--- src/rtl/tpu_host_pkg.sv ---
// Shared definitions for the TPU UART host: opcodes, FSM state type and
// per-opcode frame length helpers.
package tpu_host_pkg;

  localparam logic [7:0] OP_WEIGHT = 8'h01;
  localparam logic [7:0] OP_ACT    = 8'h02;
  localparam logic [7:0] OP_START  = 8'h03;
  localparam logic [7:0] OP_STATUS = 8'h04;
  localparam logic [7:0] OP_RESULT = 8'h05;

  typedef enum logic [2:0] {
    StIdle,
    StSendOp,
    StSendArg,
    StWaitRsp,
    StDone
  } host_state_t;

  // Number of payload bytes that follow the opcode byte.
  function automatic logic [1:0] op_payload_len(input logic [7:0] op);
    unique case (op)
      OP_WEIGHT, OP_ACT: op_payload_len = 2'd2;
      default:           op_payload_len = 2'd0;
    endcase
  endfunction

  // Number of response bytes the TPU returns for this opcode.
  function automatic logic [2:0] op_rsp_len(input logic [7:0] op);
    unique case (op)
      OP_STATUS: op_rsp_len = 3'd2;
      OP_RESULT: op_rsp_len = 3'd4;
      default:   op_rsp_len = 3'd0;
    endcase
  endfunction

endpackage

--- src/rtl/tpu_uart_host.sv ---
// Host-side command initiator: serialises one command into opcode/payload
// bytes for a UART PHY and gathers the big-endian response with a timeout.
module tpu_uart_host
  import tpu_host_pkg::*;
#(
  parameter int unsigned RSP_TIMEOUT = 1_000_000
) (
  input  logic        clk,
  input  logic        rst,
  input  logic        cmd_valid,
  output logic        cmd_ready,
  input  logic [7:0]  cmd_op,
  input  logic [15:0] cmd_arg,
  output logic [7:0]  tx_data,
  output logic        tx_valid,
  input  logic        tx_ready,
  input  logic [7:0]  rx_data,
  input  logic        rx_valid,
  output logic        rsp_valid,
  output logic [31:0] rsp_data,
  output logic        rsp_timeout,
  output logic        stray_rx,
  output logic        busy
);

  localparam int unsigned TmoW = (RSP_TIMEOUT > 1) ? $clog2(RSP_TIMEOUT) : 1;
  localparam logic [TmoW-1:0] TmoLoad = TmoW'(RSP_TIMEOUT - 1);

  host_state_t     state_q, state_d;
  logic [7:0]      op_q, op_d;
  logic [15:0]     arg_q, arg_d;
  logic [1:0]      pay_q, pay_d;
  logic [2:0]      rcnt_q, rcnt_d;
  logic [31:0]     acc_q, acc_d;
  logic [TmoW-1:0] tmo_q, tmo_d;
  logic            timed_out;

  logic            cmd_ready_q, tx_valid_q, rsp_valid_q, rsp_timeout_q, stray_q, busy_q;
  logic [7:0]      tx_data_q, tx_data_d;
  logic [31:0]     rsp_data_q;

  // Next-state, latched command fields, accumulator and timeout counter.
  always_comb begin
    state_d   = state_q;
    op_d      = op_q;
    arg_d     = arg_q;
    pay_d     = pay_q;
    rcnt_d    = rcnt_q;
    acc_d     = acc_q;
    tmo_d     = tmo_q;
    timed_out = 1'b0;
    unique case (state_q)
      StIdle: begin
        if (cmd_valid && cmd_ready_q) begin
          op_d    = cmd_op;
          arg_d   = cmd_arg;
          pay_d   = op_payload_len(cmd_op);
          rcnt_d  = op_rsp_len(cmd_op);
          acc_d   = '0;
          state_d = StSendOp;
        end
      end
      StSendOp: begin
        if (tx_ready) begin
          tmo_d = TmoLoad;
          if (pay_q != 2'd0)       state_d = StSendArg;
          else if (rcnt_q != 3'd0) state_d = StWaitRsp;
          else                     state_d = StDone;
        end
      end
      StSendArg: begin
        if (tx_ready) begin
          pay_d = pay_q - 2'd1;
          tmo_d = TmoLoad;
          if (pay_q == 2'd1) state_d = (rcnt_q != 3'd0) ? StWaitRsp : StDone;
        end
      end
      StWaitRsp: begin
        // A byte arriving on the expiry cycle wins over the timeout.
        if (rx_valid) begin
          acc_d  = {acc_q[23:0], rx_data};
          rcnt_d = rcnt_q - 3'd1;
          tmo_d  = TmoLoad;
          if (rcnt_q == 3'd1) state_d = StDone;
        end else if (tmo_q == '0) begin
          timed_out = 1'b1;
          state_d   = StDone;
        end else begin
          tmo_d = tmo_q - 1'b1;
        end
      end
      StDone:  state_d = StIdle;
      default: state_d = StIdle;
    endcase
  end

  // Byte presented to the PHY in the next cycle; held while not accepted.
  always_comb begin
    tx_data_d = tx_data_q;
    if (state_d == StSendOp)       tx_data_d = op_d;
    else if (state_d == StSendArg) tx_data_d = (pay_d == 2'd2) ? arg_d[15:8] : arg_d[7:0];
  end

  // State and registered outputs.
  always_ff @(posedge clk) begin
    if (rst) begin
      state_q       <= StIdle;
      op_q          <= '0;
      arg_q         <= '0;
      pay_q         <= '0;
      rcnt_q        <= '0;
      acc_q         <= '0;
      tmo_q         <= '0;
      cmd_ready_q   <= 1'b0;
      tx_valid_q    <= 1'b0;
      tx_data_q     <= '0;
      rsp_valid_q   <= 1'b0;
      rsp_data_q    <= '0;
      rsp_timeout_q <= 1'b0;
      stray_q       <= 1'b0;
      busy_q        <= 1'b0;
    end else begin
      state_q       <= state_d;
      op_q          <= op_d;
      arg_q         <= arg_d;
      pay_q         <= pay_d;
      rcnt_q        <= rcnt_d;
      acc_q         <= acc_d;
      tmo_q         <= tmo_d;
      cmd_ready_q   <= (state_d == StIdle);
      tx_valid_q    <= (state_d == StSendOp) || (state_d == StSendArg);
      tx_data_q     <= tx_data_d;
      rsp_valid_q   <= (state_d == StDone);
      if (state_d == StDone) rsp_data_q <= acc_d;
      rsp_timeout_q <= (state_d == StDone) && timed_out;
      stray_q       <= rx_valid && (state_q != StWaitRsp);
      busy_q        <= (state_d != StIdle);
    end
  end

  assign cmd_ready   = cmd_ready_q;
  assign tx_valid    = tx_valid_q;
  assign tx_data     = tx_data_q;
  assign rsp_valid   = rsp_valid_q;
  assign rsp_data    = rsp_data_q;
  assign rsp_timeout = rsp_timeout_q;
  assign stray_rx    = stray_q;
  assign busy        = busy_q;

endmodule

--- config.mk ---
export PLATFORM = sky130hd
export DESIGN_NAME = tpu_uart_host
export DESIGN_NICKNAME = d
export VERILOG_FILES = /design/src/rtl/tpu_host_pkg.sv /design/src/rtl/tpu_uart_host.sv
export SDC_FILE = /design/constraint.sdc
export NUM_CORES = 1
export LEC_CHECK = 0
export CORE_ASPECT_RATIO = 0.7
export CORE_MARGIN = 2
export CORE_UTILIZATION = 54
export DETAILED_ROUTE_END_ITERATION = 6
export PLACE_DENSITY = 0.8
export REMOVE_ABC_BUFFERS = 1
export SKIP_CTS_REPAIR_TIMING = 1
export SLEW_MARGIN = 30
export SYNTH_ARGS = -nofsm -noshare
export SYNTH_HDL_FRONTEND = slang
export SYNTH_SLANG_ARGS = --single-unit
--- constraint.sdc ---
create_clock -name clk -period 3.3 [get_ports clk]
set_clock_uncertainty 0.2 [all_clocks]
set_input_delay 0.33 -clock clk [delete_from_list [all_inputs] [get_ports clk]]
set_output_delay 0.33 -clock clk [all_outputs]
set_load 0.02 [all_outputs]
-- After elaboration in Yosys (flattened, before gate mapping)
Cells that the tools add are included.
- logic and storage cells: 88
- output and inout bits: 46
- flip-flop bits (word level): 130
- reduce and logical (&&, ||, !) cells: 17
- eq/ne operators: 18
- multiplexer cells: 35
- add/sub/neg operators: 3
- operator list (operator ; number):
    32-bit two-way mux ; 2
    32-bit case mux with 2 select lines ; 1
    20-bit two-way mux ; 3
    8-bit two-way mux ; 5
    20-bit case mux with 2 select lines ; 1
    3-bit two-way mux ; 11
    16-bit two-way mux ; 2
    20-bit zero test ; 1
    20-bit by 1-bit subtractor with 20-bit output (second input constant) ; 1
    8-bit by 3-bit equality test with 1-bit output (second input constant) ; 2
    3-bit case mux with 2 select lines ; 2
    3-bit case mux with 4 select lines ; 1
    3-bit by 1-bit equality test with 1-bit output (second input constant) ; 3
    3-bit by 2-bit equality test with 1-bit output (second input constant) ; 3
    8-bit by 1-bit equality test with 1-bit output (second input constant) ; 1
    8-bit by 2-bit equality test with 1-bit output (second input constant) ; 1
    2-bit nonzero test ; 4
    3-bit zero test ; 2
    2-bit two-way mux ; 3
    3-bit AND reduction ; 2
    3-bit nonzero test ; 2
    2-bit != test (second input constant) ; 2
    2-bit case mux with 2 select lines ; 1
    2-bit OR reduction ; 2
    11 further kinds ; 15

-- Logic depth before layout (Yosys ltp)
Gate-level depths: netlist of the first run.
- depth in word-level cells: 9
- mapped depth: 10
- gate-level depth less buffers: 8

-- Worst setup path after synthesis of the first run
No wires, ideal clock.
- kind: reg-to-reg
- start point: register tmo_q[3]
- end point: register rsp_data_q[10] (netlist: rsp_data[10])
- cell stages (with the launch flop): 9
- clock period less this slack: 2.350 ns
- slack: 0.950 ns
- buffers on the path: 2
- required time: 2.970 ns
- arrival time: 2.020 ns
- cells stage by stage: dfxtp_1 or4_4 nor4_4 a31o_4 o21ai_1 buf_2 clkbuf_1 nand3_1 o31ai_1
- longest elaborated chain between the ends: 5
- RTL lines (what ; line ; RTL):
    start, declared ; tpu_uart_host.sv:35 ; logic [TmoW-1:0] tmo_q, tmo_d;
    start signal, assigned ; tpu_uart_host.sv:129 ; tmo_q <= tmo_d;
    20-bit zero test ; tpu_uart_host.sv:85 ; end else if (tmo_q == '0) begin
    3-bit two-way mux ; tpu_uart_host.sv:85 ;
    3-bit two-way mux ; tpu_uart_host.sv:80 ; if (rx_valid) begin
    3-bit case mux with 4 select lines ; tpu_uart_host.sv:52 ; unique case (state_q)
    3-bit equality test ; tpu_uart_host.sv:134 ; if (state_d == StDone) rsp_data_q <= acc_d;
    end signal, assigned ; tpu_uart_host.sv:118 ; rsp_data_q <= '0;
    end signal, assigned ; tpu_uart_host.sv:134 ;
    end, declared ; tpu_uart_host.sv:40 ; logic [31:0] rsp_data_q;
Every way passes these cells.
A chain may end at the register's enable or synchronous reset.

-- Worst setup path in the final report of the first run
- start point: register tmo_q[0]
- end point: register tmo_q[19]
- longest elaborated chain between the ends: 4
- RTL lines (what ; line ; RTL):
    20-bit by 1-bit subtractor with 20-bit output ; tpu_uart_host.sv:89 ; tmo_d = tmo_q - 1'b1;
    20-bit two-way mux ; tpu_uart_host.sv:85 ;
    20-bit two-way mux ; tpu_uart_host.sv:80 ;
    20-bit case mux with 2 select lines ; tpu_uart_host.sv:52 ;
Parallel ways exist; a longest one is shown, timed or not. The select of a mux whose other input is x is not followed.

==> run summary, run 1 <==
The share of Yosys cell area claimed by the top area cell type is 0.478. The area enclosed by the die boundary is 0.0109 sq mm. The total number of vias came out at 4853. The run finished with clean final reports. Counting cells, the worst reg-to-reg path comes to 7. The root cell of the clock tree is sky130_fd_sc_hd__clkbuf_16.

The number of buffers created by CTS is 17. The first detailed-routing pass ran for 6 iterations. The combined global-route utilization of all metal layers is 0.249. The insertion delay of the later-clocked pin in the worst-skew pair is 0.41 ns. The startpoint-to-endpoint class of the critical path is register to register. The remaining design rule violation count is 0. The violation count after the first detailed-route iteration came out at 428. The number of max-cap violations is 0.

The critical path starts at tmo_q[0]. The netlist area before placement came out at 0.00545 sq mm. In this run the power spent charging and discharging nets is 0.00115 W.

The maximum achievable frequency came out at 365 MHz. The final wirelength came out at 13.1 mm. The launch instance of the worst register-to-register path is tmo_q[0]. The internal power of the cells totals 0.00319 W. Setup repair after global routing left no endpoint under its margin.

The initial antenna violation count came out at 0. The leakage power came out at 2.48 nW. In this design, the largest share of critical-path delay is due to compound AO/OA/AOI/OAI gates. The cell count after synthesis came out at 613.

The synthesis-stage register bit count came out at 130. The cell row count is 30. The maximum single-stage delay on the critical path is 0.61 ns. The min-delay analysis places its worst path in the category primary input to register.

The number of slew-limit violations in the final report is 0. The final hold violation count is 0. TritonCTS built the clock tree.

Traced cell by cell, the critical path runs through inv_1 -> ha_1 -> nor4b_1 -> a31oi_1 -> o2111ai_2 -> or4_1 -> a31oi_1. The worst setup path is launched from a register. The maximum number of buffers from clock root to sink is 2. The transition at the pin with the smallest max-transition slack came out at 0.826 ns.

The per-instance average area after synthesis came out at 8.88 sq um. Of the cells placed in the final design, the portion with a size suffix greater than 1 is 0.101. Together, buffers and inverters on the worst path number 1. The portion of total power attributed to combinational logic is 0.145. The synthesis warning total came out at 0. The core area is 0.00976 sq mm.

The via count normalized by instance count came out at 5.93. The relative slew slack came out at 0.448. The final design area excluding fillers is 0.00700 sq mm. The routed length per instance is 16.0 microns. The detailed-placement wirelength estimate is 8.38 mm. Across the whole layout, storage elements account for 0.00260 sq mm. The wire length of the first global-routing pass came out at 21.5 mm. Among all stages on the critical path, the largest delay is contributed by sky130_fd_sc_hd__a31oi_1. The count of inserted antenna diode cells came out at 0. The number of global-route vias before repair is 4535. For this run, the leading register cell type out of synthesis is sky130_fd_sc_hd__dfxtp_1. Sorting the synthesized cells by area gives the leading types as sky130_fd_sc_hd__dfxtp_1 (48%), sky130_fd_sc_hd__a22oi_1 (5.5%), sky130_fd_sc_hd__nor2_1 (5.2%), sky130_fd_sc_hd__o31ai_1 (4.4%), sky130_fd_sc_hd__nand2_1 (3.2%).

Yosys mapped a number of flops with a built-in enable equal to 0. Clock tree synthesis found a total of 130 sinks. In this run the power density over the cells is 621 mW/mm^2.

The signal arrival time at the worst endpoint is 2.88 ns. The switching share of power is 0.264. The register-to-register setup slack is 0.56 ns. Counting the fill cells in the layout gives 708. The number of logic stages on the critical path including buffering came out at 7. The count of nets after finishing is 722. The final antenna-violating net count came out at 0. The area growth from synthesis to layout came out at 28.4%.

From left edge to right edge, the die measures 124 microns. The maximum ir drop on the vdd rail is 0.000392 V. The number of library cell types mapped by synthesis came out at 60. Following the worst setup path forward leads to its endpoint at tmo_q[19]. The endpoint identified for the worst register-to-register timing path is tmo_q[19]. Summing all multi-input logic gate instances after layout gives 0.00260 sq mm.

The total I/O pin count came out at 83. The part of the Yosys area used for sequential elements came out at 0.478. Along the worst path, the maximum fanout reaches 7. The maximum number of pins on one net before global-route repair came out at 65. The share of the clock period used by the worst path is 0.831. The placer's final routability congestion estimate is 0.863. sky130_fd_sc_hd__dfxtp_1 takes more of the synthesized area than any other cell.

The clock power share is 0.464. Setup violations remaining at the end of the flow were counted as 0. The minimum hold slack came out at 0.180 ns. The cell that appears most often on the critical path is sky130_fd_sc_hd__a31oi_1.

The nature of the critical path endpoint is a register. For this run, asynchronously set or reset flops after synthesis account for 0. The clock-pin transition on the worst setup and hold timing paths is 0.06 ns. The die is 88.0 microns tall. The number of buffers inserted by port buffering came out at 82. The post-detailed-placement cell area is 0.00635 sq mm. The H-tree was split into 4 levels. The relative contribution of sequential cells to total power came out at 0.391. The routed design could run at a clock period as short as 2.74 ns. The initial standard-cell utilization of the core is 0.558.

For the worst setup path, the data required time is 3.44 ns. The overall overflow remaining after global route is 0.
-- logic make-up (layout without fill, tap and decap cells) --
group,Yosys count,after routing,share of synthesized area
compound gates,172,172,0.230
xor+xnor,11,11,0.0177
fa+ha+maj,7,7,0.0161
buf+inv,65,143,0.0476
flops,130,130,0.478
mux,9,9,0.0165
simple gates,219,219,0.194
-- cells in the final DEF, fill, tap and decap left out, drive strengths merged, types with 5 or more instances in the layout --
| cell | n |
|---|---|
| mux2i | 9 |
| buf | 13 |
| dfxtp | 130 |
| xor2 | 9 |
| nand3 | 34 |
| a41oi | 6 |
| a311oi | 7 |
| inv | 19 |
| or3 | 11 |
| nand2 | 48 |
| nor2 | 78 |
| nor3 | 21 |
| a22oi | 40 |
| or4 | 5 |
| clkdlybuf4s50 | 81 |
| a21oi | 31 |
| o21ai | 18 |
| o31ai | 32 |
| clkbuf | 18 |
| a31oi | 5 |
| a211oi | 16 |
| ha | 7 |
-- worst reg2reg max path, delay by kind of cell (launching register included) --
family	cells	cell delay, ns
simple gates	2	0.68
fa+ha+maj	1	0.19
buf+inv	1	0.08
flops	1	0.39
compound gates	3	1.12
-- power groups by stage --
stage               clock network (W)  logic [W]  registers (W)
finish                        0.00201   0.000630        0.00170
floorplan                           0   0.000385        0.00173
global route                  0.00211   0.000690        0.00170
detailed placement                  0   0.000614        0.00173
CTS                           0.00203   0.000625        0.00170
global placement                    0   0.000596        0.00173
-- flip-flops by register name, summed over array words and instances, names as in the netlist, 2 cells and up --
signal	flops
pay_q	2
acc_q	32
state_q	3
rcnt_q	3
rsp_data	32
tmo_q	20
arg_q	16
op_q	8
tx_data	8
-- area by class of cell --
class                   instances  area share
multi-input cells             418       0.372
well taps                     128      0.0229
flip-flops and latches        130       0.372
clock buffers                  18      0.0628
inverters                      17     0.00912
repair buffers                 94       0.132
clock inverters                14      0.0293
-- Yosys cell counts (9+ instances only) --
master                     number
sky130_fd_sc_hd__a21oi_1       30
sky130_fd_sc_hd__nand2_1       47
sky130_fd_sc_hd__o21ai_1        9
sky130_fd_sc_hd__a211oi_1      13
sky130_fd_sc_hd__mux2i_1        9
sky130_fd_sc_hd__clkbuf_1      34
sky130_fd_sc_hd__xor2_1         9
sky130_fd_sc_hd__inv_1         16
sky130_fd_sc_hd__dfxtp_1      130
sky130_fd_sc_hd__nand3_1       34
sky130_fd_sc_hd__o31ai_1       32
sky130_fd_sc_hd__a22oi_1       40
sky130_fd_sc_hd__nor2_1        76
sky130_fd_sc_hd__o21ai_0        9
sky130_fd_sc_hd__nor3_1        20
sky130_fd_sc_hd__or3_1         10
-- through the flow --
stage | std cells | utilization | total power, W | TNS (ns) | setup WS, ns
after floorplan | 565 | - | 0.00212 | -75.14 | -1.31
after global placement | 787 | 0.651 | 0.00232 | 0 | 0.467
after detailed placement | 787 | 0.651 | 0.00234 | 0 | 0.335
after CTS | 819 | 0.717 | 0.00435 | 0 | 0.573
after global routing | 819 | 0.717 | 0.00450 | 0 | 0.406
final | 819 | 0.717 | 0.00434 | 0 | 0.558
-- worst min-delay path by stage --
| stage | slack, ns | startpoint | endpoint | cells past startpoint |
|---|---|---|---|---|
| floorplan | 0.20 | rst | arg_q[0] | 1 |
| global placement | 0.25 | arg_q[3] | arg_q[3] | 2 |
| detailed placement | 0.26 | arg_q[1] | arg_q[1] | 2 |
| CTS | 0.18 | rst | acc_q[5] | 2 |
| global route | 0.21 | rst | acc_q[19] | 2 |
| finish | 0.18 | rst | acc_q[5] | 2 |
-- routing by layer --
layer / vias up / track usage / wire (microns)
met5: - / 0 / 0
met4: 0 / 0.0695 / 118
met3: 13 / 0.0729 / 810
met2: 166 / 0.400 / 6300
met1: 2305 / 0.329 / 5880
li1: 2369 / - / -
No activity file was read; power rests on OpenSTA's default activity.
==> run 2, diff against run 1 <==
Settings changed: CORE_UTILIZATION 54 to 48, PLACE_DENSITY 0.8 to 0.75.
Clock period 3.3 ns to 2.4 ns, I/O delays scaled along.
==> run summary, run 2 (synthesis results as in run 1) <==
For this design the top-level I/O count stands at 83. STA classifies the critical path endpoint as a register. The final antenna-violating net count is 0. The met1 global-route usage is 0.307. The share of the clock period used by the worst path is 1.01. After global routing the overflow that remains totals 0. The final hold violation count came out at 0.

The initial utilization of the core area, before any placement, comes to 0.493. After global routing, the most crowded layer is met2. The detailed-router iteration count before antenna repair is 7. The count of inserted antenna diode cells is 0. The maximum level of the CTS H-tree came out at 4. The routed layout has 4994 vias. The element type at the critical path start is a register. The maximum number of pins on one net before global-route repair came out at 42.

The number of global-route vias before repair is 4734. The routed length per instance came out at 16.0 microns. The wire length of the first global-routing pass came out at 22.5 mm. The tree is rooted in a sky130_fd_sc_hd__clkbuf_16.

The maximum ir drop on the vdd rail came out at 0.000569 V. The number of buffers created by CTS came out at 17. TritonCTS built the clock tree. The ratio of cells with drive above 1 in the final layout came out at 0.186. The area enclosed by the die boundary came out at 0.0122 sq mm. The most common cell after layout, fill and taps aside is sky130_fd_sc_hd__dfxtp_1. The relative slew slack came out at 0.691. The category of cells accounting for the largest share of critical-path delay is simple AND/OR/NAND/NOR gates. Walking the worst path, the cells encountered are or4_4 -> nor4_4 -> buf_4 -> a31o_4 -> o221ai_4 -> buf_4 -> a41oi_1 -> o21ai_1. The count of clock tree sinks came out at 130. The global-route track usage on met3 came out at 0.0488. Summed over all layers, the routed wires come to 14.1 mm. The post-route minimum period is 2.43 ns.

The checks that failed: negative setup slack. The detailed-placement wirelength estimate is 9.48 mm. The signal arrival time at the worst endpoint is 2.52 ns. The flow ran to the end, but the final reports show violations. The initialized floorplan defines 32 standard-cell rows. The number of slew-limit violations in the final report came out at 0.

The share of the core filled with cells is 0.673. The maximum number of buffers from clock root to sink came out at 2. The areal power density over the cells came out at 797 mW/mm^2.

The tightest min-delay check is of the primary input to register type. The library cells used most frequently in the layout, excluding fill and tap cells, are sky130_fd_sc_hd__dfxtp_1 (128), sky130_fd_sc_hd__clkdlybuf4s50_1 (81), sky130_fd_sc_hd__nor2_1 (73). The violation count after the first detailed-route iteration came out at 360.

The maximum single-stage delay on the critical path came out at 0.54 ns. The core area is 0.0111 sq mm. The insertion delay of the later-clocked pin in the worst-skew pair came out at 0.42 ns.

The critical-path maximum fanout is 5. The leakage power is 2.68 nW. Compared with the post-synthesis result, the final layout area differs by 36.5%. In the routed layout, each cell is associated on average with a via count of 5.64. The count of final setup violators came out at 1.

From bottom edge to top edge, the die measures 93.1 microns. The minimum hold slack came out at 0.0412 ns. The placer's final routability congestion estimate came out at 0.877. The total of fill cells in the finished design came out at 885. The most numerous cell type found on the critical path is sky130_fd_sc_hd__buf_4.

The number of buffers inserted by port buffering is 82. The cell type of the slowest stage on the worst timing path is sky130_fd_sc_hd__or4_4. The initial antenna violation count came out at 0. For this run, the total global-route usage over all layers was measured as 0.227. The remaining design rule violation count is 0. Derived from the worst setup path, the maximum achievable clock frequency is 412 MHz. The final worst slack is -0.0255 ns. The transition at the pin with the smallest max-transition slack came out at 0.457 ns. Max-cap violations in this run came to 0. The clock-pin transition on the worst setup and hold timing paths is 0.06 ns. For this run, the post-layout net count is 763.

For the worst setup path, the data required time is 2.49 ns. Setup repair after global routing could not meet its margin everywhere. The buffering stage count on the worst path with inverters included came out at 2. The critical path is of the register to register type. In the global route stage, met2 resource usage came out at 0.361. The horizontal die dimension came out at 131 microns.
-- run 2: layout make-up --
type,count,area [sq um],area share
clock buffer,19,453,0.0609
clock inverter,13,129,0.0173
inverter,17,63.8,0.00858
multi-input combinational,418,2740,0.369
sequential,130,2610,0.350
tap,153,191,0.0258
timing repair buffer,135,1250,0.168
-- run 2: worst paths after layout --
check	from	to	slack, ns	cells past startpoint
setup / recovery	tmo_q[3]	tx_data[7]	-0.03	8
hold reg to reg	arg_q[7]	arg_q[7]	0.27	2
hold / removal	rst	acc_q[3]	0.04	2
setup reg to reg	tmo_q[3]	tx_data[7]	-0.03	8
-- run 2: routing by layer --
metal	share of wire	up-vias
li1	-	2438
met1	0.47	2348
met5	0	-
met2	0.45	181
met4	0.018	0
met3	0.056	27
-- run 2: where the power goes --
group / total, W / internal (W) / switching, W
logic: 0.00111 / 0.000511 / 0.000599
registers: 0.00232 / 0.00226 / 0.0000650
clock network: 0.00249 / 0.00149 / 0.00100
-- run 2: worst reg2reg max path, cell delays in order, from the launching register on --
cell	delay, ns
sky130_fd_sc_hd__dfxtp_2	0.32
sky130_fd_sc_hd__or4_4	0.54
sky130_fd_sc_hd__nor4_4	0.20
sky130_fd_sc_hd__buf_4	0.17
sky130_fd_sc_hd__a31o_4	0.20
sky130_fd_sc_hd__o221ai_4	0.13
sky130_fd_sc_hd__buf_4	0.18
sky130_fd_sc_hd__a41oi_1	0.26
sky130_fd_sc_hd__o21ai_1	0.11
-- run 2: per-stage QoR --
stage / std cells / setup TNS, ns / cell area [sq um] / setup WS [ns] / power (W)
after floorplan: 565 / -166.67 / 5250 / -2.21 / 0.00291
after global placement: 848 / -0.720 / 6670 / -0.116 / 0.00333
after detailed placement: 848 / -3.68 / 6670 / -0.157 / 0.00336
after CTS: 880 / -3.02 / 7250 / -0.136 / 0.00583
after global routing: 885 / -0.481 / 7430 / -0.114 / 0.00613
final: 885 / -0.0255 / 7430 / -0.0255 / 0.00593
==> run 3, diff against run 2 <==
Settings changed: REMOVE_ABC_BUFFERS 1 to not set.
==> run summary, run 3 (synthesis results as in run 1) <==
The run finished, with violations left. The checks that failed: negative setup slack. The area growth from synthesis to layout is 37.7%. The sum of negative setup slack came out at -0.0763 ns.

The die is 93.1 microns tall. The maximum level of the CTS H-tree came out at 4. The required time reported for the critical path endpoint came out at 2.54 ns. Clock-pin slew was measured on the worst setup and hold paths at 0.06 ns. The remaining design rule violation count came out at 0.

The number of slew-limit violations in the final report is 0. The cell row count is 32. The post-route minimum period is 2.46 ns. The clock power share is 0.443.

The maximum number of buffers from clock root to sink came out at 2. The switching share of power is 0.268. The initial antenna violation count is 0. The core area is 0.0111 sq mm. The combined global-route utilization of all metal layers is 0.235.

The number of clock buffers added by TritonCTS is 17. The critical path is of the register to register type. Setup repair after global routing could not meet its margin everywhere. The final hold violation count is 0. The worst hold path class is primary input to register.

Summed over all nets, the switching power comes to 0.00166 W. During I/O placement, the number of pins put on the boundary was 83. The first global-routing pass estimated 23.1 mm of wire.

In this run the tightest slew margin relative to its limit is 0.678. The initial standard-cell utilization of the core came out at 0.493. STA classifies the critical path startpoint as a register. At the worst endpoint, the arrival time is 2.59 ns. The top cell types in the final layout, fill and taps aside, are sky130_fd_sc_hd__dfxtp_1 (129), sky130_fd_sc_hd__clkdlybuf4s50_1 (81), sky130_fd_sc_hd__nor2_1 (74). During placement, the flow inserted port buffers numbering 82. The tree is rooted in a sky130_fd_sc_hd__clkbuf_16. In the final layout, flip-flops and latches occupy 0.00260 sq mm. The CTS tree is built. The worst setup path is captured at a register. In this run, the number of DRC markers left after iteration 0 of detailed routing was 489. The portion of total power attributed to combinational logic came out at 0.183. The number of global-route vias before repair is 4847. At the end of the flow, the number of nets in the layout was 769. The final worst slack is -0.0578 ns. The total overflow left after global routing is 0.

The total of fill cells in the finished design came out at 852. The routed length per instance is 16.4 microns. The final antenna-violating net count is 0. The detailed-placement wirelength estimate came out at 9.86 mm. The maximum number of pins on one net before global-route repair is 117. At the pin with the least slew margin, the transition time is 0.483 ns. Max-cap violations in this run came to 0. The design internal power came out at 0.00454 W.

Setup violations remaining at the end of the flow were counted as 3. The maximum ir drop on the vdd rail is 0.000570 V. The count of clock tree sinks is 130. The critical-path maximum fanout is 9. The later pin in the worst-skew pair is clocked with a latency of 0.41 ns. The first detailed-routing pass took 5 iterations. Using the TritonRoute via totals, the vias-per-cell ratio works out to 5.71. The number of nets produced by synthesis came out at 657. The cell total after placement came out at 855. The count of inserted antenna diode cells came out at 0. The share of the clock period used by the worst path is 1.02. The final wirelength is 14.6 mm. The total number of vias is 5090.

The placer's final routability congestion estimate is 0.865. Timing would allow up to 407 MHz. The ratio of cells with drive above 1 in the final layout is 0.182. The relative contribution of sequential cells to total power is 0.374. The finished layout holds 891 standard cells, fillers aside. The area enclosed by the die boundary came out at 0.0122 sq mm. In the final layout, the multi-input gates occupy 0.00271 sq mm. The areal power density over the cells is 828 mW/mm^2.

The leakage power is 2.76 nW. The horizontal die dimension is 131 microns. Leaving out fill and tap cells, the most frequent cell in the layout is sky130_fd_sc_hd__dfxtp_1. The register-to-register setup slack is -0.06 ns.
==> run 3: changes by cell type in the layout (fill, tap and decap cells not counted), moves of 3 or more <==
cell,before,now
sky130_fd_sc_hd__buf_4,50,57
sky130_fd_sc_hd__bufinv_16,1,4
sky130_fd_sc_hd__clkinvlp_4,4,0
sky130_fd_sc_hd__inv_6,2,5
==> run 3: final cells by class <==
cell class	count	area share
clock buffers	18	0.0572
clock inverters	14	0.0267
inverters	17	0.00851
multi-input cells	418	0.361
flip-flops and latches	130	0.347
well taps	153	0.0255
repair buffers	141	0.173
==> run 3: final timing paths <==
check	from	end	cells past startpoint
max reg2reg	tmo_q[1]	tmo_q[11]	9
min	rst	state_q[1]	3
min reg2reg	rsp_data[16]	rsp_data[16]	2
max	tmo_q[1]	tmo_q[11]	9
==> run 3: power by group through the flow <==
stage | clock [W] | combinational (W) | sequential (W)
after floorplan | 0 | 0.000582 | 0.00238
after global placement | 0 | 0.000991 | 0.00236
after detailed placement | 0 | 0.00103 | 0.00236
after CTS | 0.00277 | 0.00104 | 0.00232
after global routing | 0.00288 | 0.00123 | 0.00233
final | 0.00275 | 0.00114 | 0.00232
==> run 3: through the flow <==
step	util	instance area [sq um]	power [W]	setup slack [ns]	hold slack, ns
5_1_grt	0.678	7500	0.00644	-0.141	0.0703
2_1_floorplan	-	5450	0.00296	0.0497	0.199
4_1_cts	0.666	7360	0.00612	-0.163	0.0520
3_3_place_gp	0.609	6730	0.00335	-0.0439	0.253
3_5_place_dp	0.609	6730	0.00339	-0.135	0.262
6_report	0.678	7500	0.00620	-0.0578	0.0666
==> run 3: critical path, cell delays in order, from the launching register on <==
cell and delay [ns]:
sky130_fd_sc_hd__dfxtp_1 0.38, sky130_fd_sc_hd__inv_1 0.09, sky130_fd_sc_hd__ha_1 0.20, sky130_fd_sc_hd__nor4b_2 0.18, sky130_fd_sc_hd__a31oi_2 0.41, sky130_fd_sc_hd__buf_4 0.26
sky130_fd_sc_hd__nor2_4 0.06, sky130_fd_sc_hd__buf_4 0.13, sky130_fd_sc_hd__or3_1 0.34, sky130_fd_sc_hd__a21oi_1 0.14
==> run 3: per-layer routing <==
metal,wire [microns],global-route usage,vias to the layer above
met5,0,0,-
met4,172,0.0779,0
met3,876,0.0575,21
met2,6660,0.368,180
met1,6920,0.320,2429
li1,-,-,2460
